File: src/rtl/fir_pkg.sv
// Shared definitions for the FIR result streamer: data/address widths, FSM encoding
// and the wrapping address helper.
package fir_pkg;

    localparam int ADDR_W = 10;
    localparam int DATA_W = 8;

    typedef enum logic [1:0] {
        ST_IDLE  = 2'd0,
        ST_FETCH = 2'd1,
        ST_DRAIN = 2'd2,
        ST_FIN   = 2'd3
    } state_t;

    // Address arithmetic deliberately wraps modulo 2**ADDR_W.
    function automatic logic [ADDR_W-1:0] wrap_addr(input logic [ADDR_W-1:0] base,
                                                    input logic [ADDR_W-1:0] offset);
        return base + offset;
    endfunction

endpackage

File: src/rtl/fir_stream_fifo.sv
// Small synchronous prefetch FIFO; simultaneous push and pop on a full FIFO is allowed.
module fir_stream_fifo #(
    parameter int DEPTH = 4,
    parameter int WIDTH = 8
) (
    input  logic                     clk,
    input  logic                     rst,
    input  logic                     push,
    input  logic [WIDTH-1:0]         wdata,
    input  logic                     pop,
    output logic [WIDTH-1:0]         head,
    output logic                     empty,
    output logic                     full,
    output logic [$clog2(DEPTH):0]   occupancy
);
    localparam int PTR_W = $clog2(DEPTH);

    logic [WIDTH-1:0] mem_r [DEPTH];
    logic [PTR_W-1:0] wr_ptr_r;
    logic [PTR_W-1:0] rd_ptr_r;
    logic [PTR_W:0]   occ_r;
    logic             do_pop_s;
    logic             do_push_s;

    // Qualify pop/push against current occupancy.
    always_comb begin
        do_pop_s  = pop && (occ_r != '0);
        do_push_s = push && ((occ_r != (PTR_W+1)'(DEPTH)) || do_pop_s);
    end

    // Storage array; contents are don't-care until written.
    always_ff @(posedge clk) begin
        if (do_push_s) begin
            mem_r[wr_ptr_r] <= wdata;
        end
    end

    // Pointer and occupancy bookkeeping.
    always_ff @(posedge clk) begin
        if (rst) begin
            wr_ptr_r <= '0;
            rd_ptr_r <= '0;
            occ_r    <= '0;
        end else begin
            if (do_push_s) begin
                wr_ptr_r <= wr_ptr_r + PTR_W'(1);
            end
            if (do_pop_s) begin
                rd_ptr_r <= rd_ptr_r + PTR_W'(1);
            end
            case ({do_push_s, do_pop_s})
                2'b10:   occ_r <= occ_r + (PTR_W+1)'(1);
                2'b01:   occ_r <= occ_r - (PTR_W+1)'(1);
                default: occ_r <= occ_r;
            endcase
        end
    end

    assign head      = mem_r[rd_ptr_r];
    assign empty     = (occ_r == '0);
    assign full      = (occ_r == (PTR_W+1)'(DEPTH));
    assign occupancy = occ_r;

endmodule

File: src/rtl/fir_result_streamer.sv
// Streams count bytes from base_addr of the sample memory as a valid/ready byte stream.
// Optional running checksum enabled by defining FIR_STREAMER_CHECKSUM_EN.
module fir_result_streamer
    import fir_pkg::*;
#(
    parameter int FIFO_DEPTH = 4
) (
    input  logic              clk,
    input  logic              rst,
    input  logic              start,
    input  logic [ADDR_W-1:0] base_addr,
    input  logic [ADDR_W-1:0] count,
    output logic              busy,
    output logic              done,
    output logic [ADDR_W-1:0] mem_addr,
    output logic              mem_re,
    input  logic [DATA_W-1:0] mem_data,
    output logic              m_valid,
    output logic [DATA_W-1:0] m_data,
    output logic              m_last,
    input  logic              m_ready,
    output logic [15:0]       checksum
);
    localparam int OCC_W = $clog2(FIFO_DEPTH) + 1;
    localparam int CNT_W = ADDR_W + 1;
    localparam int CMT_W = OCC_W + 2;

    state_t            state_r;
    logic              busy_r;
    logic              done_r;
    logic              mem_re_r;
    logic              pend_r;
    logic [ADDR_W-1:0] base_r;
    logic [ADDR_W-1:0] mem_addr_r;
    logic [CNT_W-1:0]  cnt_r;
    logic [CNT_W-1:0]  issued_r;
    logic [CNT_W-1:0]  emitted_r;

    logic              fifo_empty_s;
    logic              fifo_full_s;
    logic [DATA_W-1:0] head_s;
    logic [OCC_W-1:0]  occ_s;
    logic              pop_s;
    logic              last_s;
    logic              can_issue_s;
    logic [CNT_W-1:0]  next_issue_s;
    logic [CMT_W-1:0]  commit_s;

    fir_stream_fifo #(
        .DEPTH (FIFO_DEPTH),
        .WIDTH (DATA_W)
    ) u_fifo (
        .clk       (clk),
        .rst       (rst),
        .push      (pend_r),
        .wdata     (mem_data),
        .pop       (pop_s),
        .head      (head_s),
        .empty     (fifo_empty_s),
        .full      (fifo_full_s),
        .occupancy (occ_s)
    );

    // mem_re is registered, so the issue decision looks one cycle ahead: it counts buffered
    // bytes, the byte landing this cycle and the read going out this cycle, less any pop.
    always_comb begin
        pop_s        = !fifo_empty_s && m_ready;
        last_s       = !fifo_empty_s && (emitted_r == cnt_r - CNT_W'(1));
        next_issue_s = issued_r + CNT_W'(mem_re_r);
        commit_s     = CMT_W'(occ_s) + CMT_W'(pend_r) + CMT_W'(mem_re_r) - CMT_W'(pop_s);
        can_issue_s  = (commit_s < CMT_W'(FIFO_DEPTH)) && (next_issue_s < cnt_r)
                       && !(fifo_full_s && !pop_s);
    end

    // Transfer FSM with issue/emit counters and registered memory-port outputs.
    always_ff @(posedge clk) begin
        if (rst) begin
            state_r    <= ST_IDLE;
            busy_r     <= 1'b0;
            done_r     <= 1'b0;
            mem_re_r   <= 1'b0;
            pend_r     <= 1'b0;
            base_r     <= '0;
            mem_addr_r <= '0;
            cnt_r      <= '0;
            issued_r   <= '0;
            emitted_r  <= '0;
        end else begin
            done_r   <= 1'b0;
            mem_re_r <= 1'b0;
            pend_r   <= mem_re_r;
            if (mem_re_r) begin
                issued_r <= issued_r + CNT_W'(1);
            end
            if (pop_s) begin
                emitted_r <= emitted_r + CNT_W'(1);
            end
            case (state_r)
                ST_IDLE: begin
                    if (start) begin
                        base_r    <= base_addr;
                        cnt_r     <= {1'b0, count};
                        issued_r  <= '0;
                        emitted_r <= '0;
                        busy_r    <= 1'b1;
                        if (count == '0) begin
                            state_r <= ST_FIN;
                        end else begin
                            state_r    <= ST_FETCH;
                            mem_re_r   <= 1'b1;
                            mem_addr_r <= base_addr;
                        end
                    end
                end
                ST_FETCH: begin
                    if (can_issue_s) begin
                        mem_re_r   <= 1'b1;
                        mem_addr_r <= wrap_addr(base_r, next_issue_s[ADDR_W-1:0]);
                    end
                    if (mem_re_r && (next_issue_s == cnt_r)) begin
                        state_r <= ST_DRAIN;
                    end
                end
                ST_DRAIN: begin
                    if (pop_s && last_s) begin
                        state_r <= ST_FIN;
                    end
                end
                ST_FIN: begin
                    busy_r  <= 1'b0;
                    done_r  <= 1'b1;
                    state_r <= ST_IDLE;
                end
                default: state_r <= ST_IDLE;
            endcase
        end
    end

`ifdef FIR_STREAMER_CHECKSUM_EN
    logic [15:0] sum_r;

    // Running sum of accepted bytes; cleared on an accepted start.
    always_ff @(posedge clk) begin
        if (rst) begin
            sum_r <= 16'd0;
        end else if ((state_r == ST_IDLE) && start) begin
            sum_r <= 16'd0;
        end else if (pop_s) begin
            sum_r <= sum_r + 16'(head_s);
        end
    end

    assign checksum = sum_r;
`else
    assign checksum = 16'd0;
`endif

    assign busy     = busy_r;
    assign done     = done_r;
    assign mem_re   = mem_re_r;
    assign mem_addr = mem_addr_r;
    assign m_valid  = !fifo_empty_s;
    assign m_data   = fifo_empty_s ? {DATA_W{1'b0}} : head_s;
    assign m_last   = last_s;

endmodule

File: config.mk
export PLATFORM = sky130hd
export DESIGN_NAME = fir_result_streamer
export DESIGN_NICKNAME = d
export VERILOG_FILES = /design/src/rtl/fir_pkg.sv /design/src/rtl/fir_stream_fifo.sv /design/src/rtl/fir_result_streamer.sv
export SDC_FILE = /design/constraint.sdc
export NUM_CORES = 1
export LEC_CHECK = 0
export ABC_AREA = 1
export BUFFER_PORTS_ARGS = -buffer_cell sky130_fd_sc_hd__buf_2
export CAP_MARGIN = 20
export CORE_ASPECT_RATIO = 1.5
export CORE_MARGIN = 3
export CORE_UTILIZATION = 35
export DETAILED_ROUTE_END_ITERATION = 8
export SLEW_MARGIN = 30
export SYNTH_ARGS = -nofsm -noshare
export SYNTH_HDL_FRONTEND = slang
export SYNTH_SLANG_ARGS = --single-unit
export TNS_END_PERCENT = 5
File: constraint.sdc
create_clock -name clk -period 3.1 [get_ports clk]
set_clock_uncertainty 0.15 [all_clocks]
set_input_delay 0 -clock clk [delete_from_list [all_inputs] [get_ports clk]]
set_output_delay 0 -clock clk [all_outputs]
set_load 0.005 [all_outputs]
==> flow_summary_export.csv, run 1 <==
group,metric,value,unit
critical_path,worst_path_max_delay_cell,"ha_1",
power_and_ir_drop,p_leak,2.97,nW
clock_tree,cts_tree,"built",
power_and_ir_drop,power.density,697,nW/um^2
global_route,antenna_found_initial,0,
final_layout,nNetsFinal,890,
global_route,grt_overflow,0,
yosys,synth.yosys.seq_area_share,41.1,%
yosys,yosys_warnings,0,
power_and_ir_drop,power.switching,1.85,mW
clock_tree,clkTransAtPathRegs,0.08,ns
drt,drtIter0Drc,212,
timing,drv_slew,0,
clock_tree,cts_inserted_buffers,9,
critical_path,slowest_delay,0.36,ns
final_layout,diodes,0,
timing,worst_pin_slew,0.812,ns
yosys,synthXorXnorAreaFrac,3.76,%
floorplan,die-width,109,um
power_and_ir_drop,internal_power,2.82,mW
final_layout,drive_gt1_share,12.9,%
yosys,synth_top_family_by_area,"simple AND/OR/NAND/NOR gates",
drt,routedWlPerCell,12.9,um
timing,final_hold_viol_count,0,
job,maxCapViolCount,0,
drt,ant_nets,0,
run_status,outcome,"completed",
drt,routed.top_layer,"met4",
critical_path,cp.arrival,2.91,ns
floorplan,io_pins,71,
yosys,synthCells,729,
drt,wl_met1,5.46,mm
final_layout,fillers,1591,
critical_path,path_class,"flip-flop to flip-flop",
timing,fmax,355,MHz
global_route,grt_pass1_vias,4706,
yosys,ys_types,41,
critical_path,start_kind,"flip-flop",
power_and_ir_drop,comb_power_share,39.2,%
power_and_ir_drop,switching_share,39.5,%
floorplan,core_area,15700,um^2
yosys,yosys.area_share.simple,24.4,%
drt,drc,0,
timing,setup_viol,0,
yosys,ys_ff_latch,99,
floorplan,rows,56,
yosys,synthAdderAreaFrac,9.43,%
critical_path,worstPathCellList,"ha_1 -> ha_1 -> buf_4 -> xor2_1 -> ha_1 -> nand3_1 -> nand2_1 -> nand2_1 -> nand2_1 -> a21oi_1 -> nand2_1 -> nand2_1 -> nand2_1 -> o21ai_2 -> nor2_1",
critical_path,cp.required,3.19,ns
clock_tree,cts-root-buf,"clkbuf_16",
floorplan,die_area,17600,um^2
critical_path,critPathMaxFanout,5,
clock_tree,clk_latency,0.35,ns
global_route,grt_max_degree,31,
drt,routed_wl,13.2,mm
placement,place_ws,0.216,ns
timing,grt_setup_unrepaired,"false",
placement,io_buffers,54,
floorplan,start_util,35.7,%
drt,first_pass_iters,4,
yosys,avgSynthCellArea,7.68,um^2
global_route,grt_pass1_wl,21.9,mm
yosys,syn-cell-area,5600,um^2
timing,maxSlewHeadroom,45.7,%
placement,hpwl,10.1,mm
critical_path,crit_path_frequent_cell,"nand2_1",
global_route,grtUsageTotal,15.6,%
drt,vias,4782,
timing,post-route-min-period,2.82,ns
drt,wl_met2,6.94,mm
power_and_ir_drop,p_seq_share,37.0,%
power_and_ir_drop,p_clk_share,23.8,%
clock_tree,h-tree-depth,3,
timing,post-route-period-util,91.0,%
floorplan,die_y,161,um
placement,gp_congestion,0.835,
worst_hold_path,hold_class,"input pin to flip-flop",
drt,viasPerCell,4.67,
final_layout,areaGrowthSynthToFinish,19.5,%
timing,setup_ws,0.280,ns
final_layout,final_cell_mix,"nand2_1 (133), nor2_1 (116), inv_1 (75)",
timing,fin_setup_tns,0,ns
critical_path,crit_family,"adder cells",
drt,wl_met3,429,um
clock_tree,cts_buffer_depth,2,
critical_path,worstSetupEndpointType,"flip-flop",
critical_path,crit_buf_inv,1,
yosys,synth_compound_area_share,12.4,%
final_layout,layout_commonest_cell,"nand2_1",
yosys,synthMuxAreaShare,0,%
power_and_ir_drop,peakVddDrop,312,uV
final_layout,post-route-util,42.6,%
clock_tree,cts.sinks,99,
## power groups by stage
| stage | Sequential, mW | Clock [mW] | Combinational (mW) |
|---|---|---|---|
| after global routing | 1.76 | 1.19 | 2.15 |
| after floorplan | 1.71 | 0 | 1.31 |
| after global placement | 1.76 | 0 | 1.79 |
| after detailed placement | 1.75 | 0 | 1.80 |
| final | 1.72 | 1.11 | 1.83 |
| after CTS | 1.73 | 1.14 | 1.84 |
## layout make-up
cell class	count	area (um^2)	area share [%]
flip-flops and latches	99	2300	34.4
repair buffers	97	672	10.0
clock inverters	7	67.6	1.01
clock buffers	9	225	3.37
inverters	78	294	4.39
multi-input cells	532	2880	43.0
well taps	203	254	3.80
## through the flow
step | instances | power, mW | cell area [um^2] | hold WS, ns
after floorplan | 744 | 3.02 | 5650 | -0.0511
after global placement | 978 | 3.54 | 6070 | 0.0711
after detailed placement | 978 | 3.56 | 6070 | 0.0693
after CTS | 1024 | 4.71 | 6660 | 0.0990
after global routing | 1025 | 5.10 | 6690 | 0.130
final | 1025 | 4.67 | 6690 | 0.100
## metal layers
metal	up-vias	track usage, %
li1	2527	-
met1	2141	17.5
met2	92	29.2
met3	22	2.09
met4	0	6.07
met5	-	0
## cell families after synthesis
family,after synthesis
AOI/OAI and AO/OA,130
xor gates and xnor gates,24
adders and majority gates,41
buffers and inverters,113
DFF,99
other,1
and+or+nand+nor,321
## what timing repair did
item | CTS | global route
hold endpoints to repair | 67 | 0
hold buffers | 30 | 0
resized for setup | 0 | 6
buffers inserted | 0 | 1
endpoints found under the setup margin | 0 | 10
## Yosys cell counts, drive strengths merged
master / number / share of area [%]
o21bai: 4 / 0.54
clkbuf: 16 / 1.1
a31oi: 2 / 0.22
edfxtp: 32 / 17
o21ai: 62 / 5.9
a21oi: 58 / 5.2
nor4: 7 / 0.89
nor3: 10 / 1.2
nand3: 36 / 3.2
ha: 39 / 8.7
dfxtp: 67 / 24
buf: 19 / 2.5
or2: 1 / 0.11
inv: 77 / 5.2
xnor2: 7 / 1.1
nand2: 139 / 9.7
or4: 1 / 0.13
o21a: 1 / 0.13
nand4: 2 / 0.22
xor2: 17 / 2.7
a21o: 1 / 0.13
o221a: 1 / 0.20
nand3b: 2 / 0.27
a211oi: 1 / 0.13
and3: 1 / 0.11
nor2: 118 / 8.0
clkinv: 1 / 0.089
nor3b: 4 / 0.54
fa: 2 / 0.72
conb: 1 / 0.067
## tightest hold or removal path: cells and delay by family
family | cells | cell delay [ns]
simple gates | 1 | 0.06
compound gates | 1 | 0.14
buf+inv | 3 | 0.36
## final timing paths
path,start,end,slack [ns],cells past startpoint
worst max-delay path,issued_r[0]$_SDFF_PP0_,mem_addr[6]$_SDFFE_PP0P_,0.28,15
worst min register to register,u_fifo.rd_ptr_r[0]$_SDFFE_PP0P_,u_fifo.rd_ptr_r[0]$_SDFFE_PP0P_,0.33,1
worst max register to register,issued_r[0]$_SDFF_PP0_,mem_addr[6]$_SDFFE_PP0P_,0.28,15
worst min-delay path,m_ready,u_fifo.rd_ptr_r[0]$_SDFFE_PP0P_,0.10,5
## state kept, by name, summed over array words and instances, names as in the netlist, named ones only
name,count
u_fifo.mem_r,32
emitted_r,11
issued_r,11
base_r,10
cnt_r,10
mem_addr,10
u_fifo.occupancy,3
state_r,2
u_fifo.rd_ptr_r,2
u_fifo.wr_ptr_r,2
busy,1
done,1
mem_re,1
pend_r,1
No activity file was read; power rests on OpenSTA's default activity.
==> run 2: changes to the inputs <==
--- a/config.mk
+++ b/config.mk
@@ -8,10 +8,13 @@
 export ABC_AREA = 1
 export BUFFER_PORTS_ARGS = -buffer_cell sky130_fd_sc_hd__buf_2
 export CAP_MARGIN = 20
+export CELL_PAD_IN_SITES_DETAIL_PLACEMENT = 0
+export CELL_PAD_IN_SITES_GLOBAL_PLACEMENT = 1
 export CORE_ASPECT_RATIO = 1.5
 export CORE_MARGIN = 3
 export CORE_UTILIZATION = 35
 export DETAILED_ROUTE_END_ITERATION = 8
+export PLACE_DENSITY_LB_ADDON = 0.1
 export SLEW_MARGIN = 30
 export SYNTH_ARGS = -nofsm -noshare
 export SYNTH_HDL_FRONTEND = slang
==> run 2 against run 1 <==
Worst hold slack got worse by 0.013 ns; die area is the same; non-clock buffer count is 2 higher; final cell count up 0.29%; sequential share of layout area fell by 0.27 points; clock-buffer cell count stayed put; highest routed layer unchanged; sequential power hardly changed; critical path depth up 2; first-iteration DRC count shrank 25%.
==> flow_summary_export.csv, run 2 (synthesis results as in run 1) <==
group,metric,value,unit
clock_tree,cts_buffer_depth,2,
global_route,antenna_found_initial,0,
timing,holdWs,0.0866,ns
clock_tree,cts.sinks,99,
final_layout,layout_commonest_cell,"nand2_1",
global_route,grt_overflow,0,
final_layout,largest_reg_flops,32,
final_layout,diodes,0,
power_and_ir_drop,power.density,700,nW/um^2
power_and_ir_drop,p_leak,2.97,nW
final_layout,drive_gt1_share,13.9,%
floorplan,die_y,161,um
drt,routed_wl,14.3,mm
final_layout,reg_top3,"u_fifo.mem_r: 32 flops, emitted_r: 11 flops, issued_r: 11 flops",
timing,worst_pin_slew,0.832,ns
power_and_ir_drop,peakVddDrop,290,uV
drt,ant_nets,0,
timing,post-route-period-util,94.1,%
floorplan,die-width,109,um
final_layout,fillers,1629,
global_route,grt_busiest_layer,"met2",
drt,viasPerCell,4.64,
clock_tree,cts_tree,"built",
final_layout,nNetsFinal,893,
critical_path,critPathMaxFanout,4,
clock_tree,clk_latency,0.35,ns
global_route,grt_pass1_vias,4663,
floorplan,core_area,15700,um^2
timing,maxSlewHeadroom,44.0,%
worst_hold_path,worstHoldEndpoint,"emitted_r[3]$_SDFF_PP0_",
critical_path,r2r-start,"issued_r[0]$_SDFF_PP0_",
critical_path,r2r_cells,17,
clock_tree,h-tree-depth,3,
clock_tree,clkTransAtPathRegs,0.08,ns
floorplan,io_pins,71,
drt,vias,4773,
timing,final_hold_viol_count,0,
power_and_ir_drop,p_total,4.72,mW
global_route,use_met1,18.4,%
clock_tree,cts-root-buf,"clkbuf_16",
placement,io_buffers,54,
timing,fin_setup_tns,0,ns
timing,drv_slew,0,
floorplan,start_util,35.7,%
placement,place_ws,0.0980,ns
timing,setup_viol,0,
global_route,grt_pass1_wl,22.9,mm
worst_hold_path,holdCritStartpoint,"m_ready",
global_route,grt_max_degree,36,
job,maxCapViolCount,0,
placement,placedCellCount,980,
clock_tree,cts_inserted_buffers,9,
final_layout,area.sequential,2300,um^2
floorplan,rows,56,
drt,first_pass_iters,5,
global_route,grtUsageTotal,16.8,%
placement,gp_congestion,0.793,
placement,hpwl,11.1,mm
critical_path,path_class,"flip-flop to flip-flop",
timing,fmax,343,MHz
drt,drc,0,
global_route,grt_use_met3,2.77,%
floorplan,die_area,17600,um^2
final_layout,largest_register,"u_fifo.mem_r",
timing,post-route-min-period,2.92,ns
timing,setup_ws,0.184,ns
critical_path,start_kind,"flip-flop",
worst_hold_path,hold_class,"input pin to flip-flop",
critical_path,r2r_end,"mem_addr[9]$_SDFFE_PP0P_",
drt,routedWlPerCell,13.9,um
critical_path,cp.required,3.19,ns
critical_path,cp.arrival,3.00,ns
final_layout,areaGrowthSynthToFinish,20.5,%
global_route,grtUsageMet2,32.4,%
final_layout,layout.cells.non_filler,1028,
final_layout,multi_input_area,2910,um^2
run_status,outcome,"completed",
worst_hold_path,holdPathStages,6,
drt,drtIter0Drc,158,
final_layout,final_cell_mix,"nand2_1 (132), nor2_1 (114), inv_1 (75)",
critical_path,worstSetupEndpointType,"flip-flop",
critical_path,regToRegSetupSlack,0.18,ns
run 2: changes by cell type in the layout (fill, tap and decap cells not counted), moves of 2 or more:
cell | previous run | this run
xor2_1 | 16 | 14
ha_1 | 39 | 37
nor2_1 | 116 | 114
nor2_2 | 2 | 4
xor2_2 | 1 | 3
buf_4 | 12 | 15
run 2: per-stage QoR:
step,instance area (um^2),util (%)
2_1_floorplan,5650,-
3_3_place_gp,6080,38.8
3_5_place_dp,6080,38.8
4_1_cts,6680,42.5
5_1_grt,6740,43.0
6_report,6740,43.0
run 2: final cells by class:
| class | count | area share (%) |
|---|---|---|
| timing repair inverter | 1 | 0.111 |
| tap | 203 | 3.77 |
| inverter | 78 | 4.38 |
| clock buffer | 9 | 3.34 |
| clock inverter | 7 | 1.02 |
| timing repair buffer | 99 | 10.1 |
| multi-input combinational | 532 | 43.1 |
| sequential | 99 | 34.1 |
run 2: power breakdown:
| part | leakage (nW) | switching (mW) | internal, mW | total, mW |
|---|---|---|---|---|
| combinational | 2.00 | 1.17 | 0.714 | 1.88 |
| clock | 0.143 | 0.547 | 0.568 | 1.12 |
| sequential | 0.837 | 0.168 | 1.55 | 1.72 |
| total | 2.97 | 1.88 | 2.84 | 4.72 |
run 2: how the worst max path moves through the flow:
stage	start	endpoint	depth (start not counted)	slack, ns
floorplan	u_fifo.occupancy[2]$_SDFFE_PP0P_	mem_addr[2]$_SDFFE_PP0P_	21	0.24
global placement	issued_r[0]$_SDFF_PP0_	mem_addr[9]$_SDFFE_PP0P_	16	0.12
detailed placement	issued_r[0]$_SDFF_PP0_	mem_addr[3]$_SDFFE_PP0P_	18	0.1
CTS	issued_r[0]$_SDFF_PP0_	mem_addr[3]$_SDFFE_PP0P_	17	0.08
global route	issued_r[0]$_SDFF_PP0_	mem_addr[8]$_SDFFE_PP0P_	18	-0.03
finish	issued_r[0]$_SDFF_PP0_	mem_addr[9]$_SDFFE_PP0P_	17	0.18
run 2: per-layer routing:
| metal | part of all wire [%] | vias up |
|---|---|---|
| li1 | - | 2534 |
| met1 | 41 | 2173 |
| met2 | 55 | 54 |
| met3 | 2.2 | 12 |
| met4 | 1.5 | 0 |
| met5 | 0 | - |
run 2: critical path, stage by stage, from the launching register on:
cell,delay (ns)
dfxtp_1,0.36
ha_2,0.21
ha_4,0.15
nand2_2,0.07
nor3_4,0.23
nand2_2,0.11
xor2_2,0.16
buf_4,0.14
ha_1,0.32
inv_1,0.09
o21bai_1,0.08
a31oi_1,0.14
nand3_1,0.13
a21o_1,0.17
nand3_1,0.06
nand2_1,0.09
nand2_1,0.08
a21oi_1,0.05
run 2: what timing repair did:
action / 4_1_cts / 5_1_grt
buffers inserted: 0 / 1
endpoints found under the hold margin: 67 / 0
gates resized for setup: 0 / 12
endpoints found under the setup margin: 0 / 11
hold buffers: 30 / 0
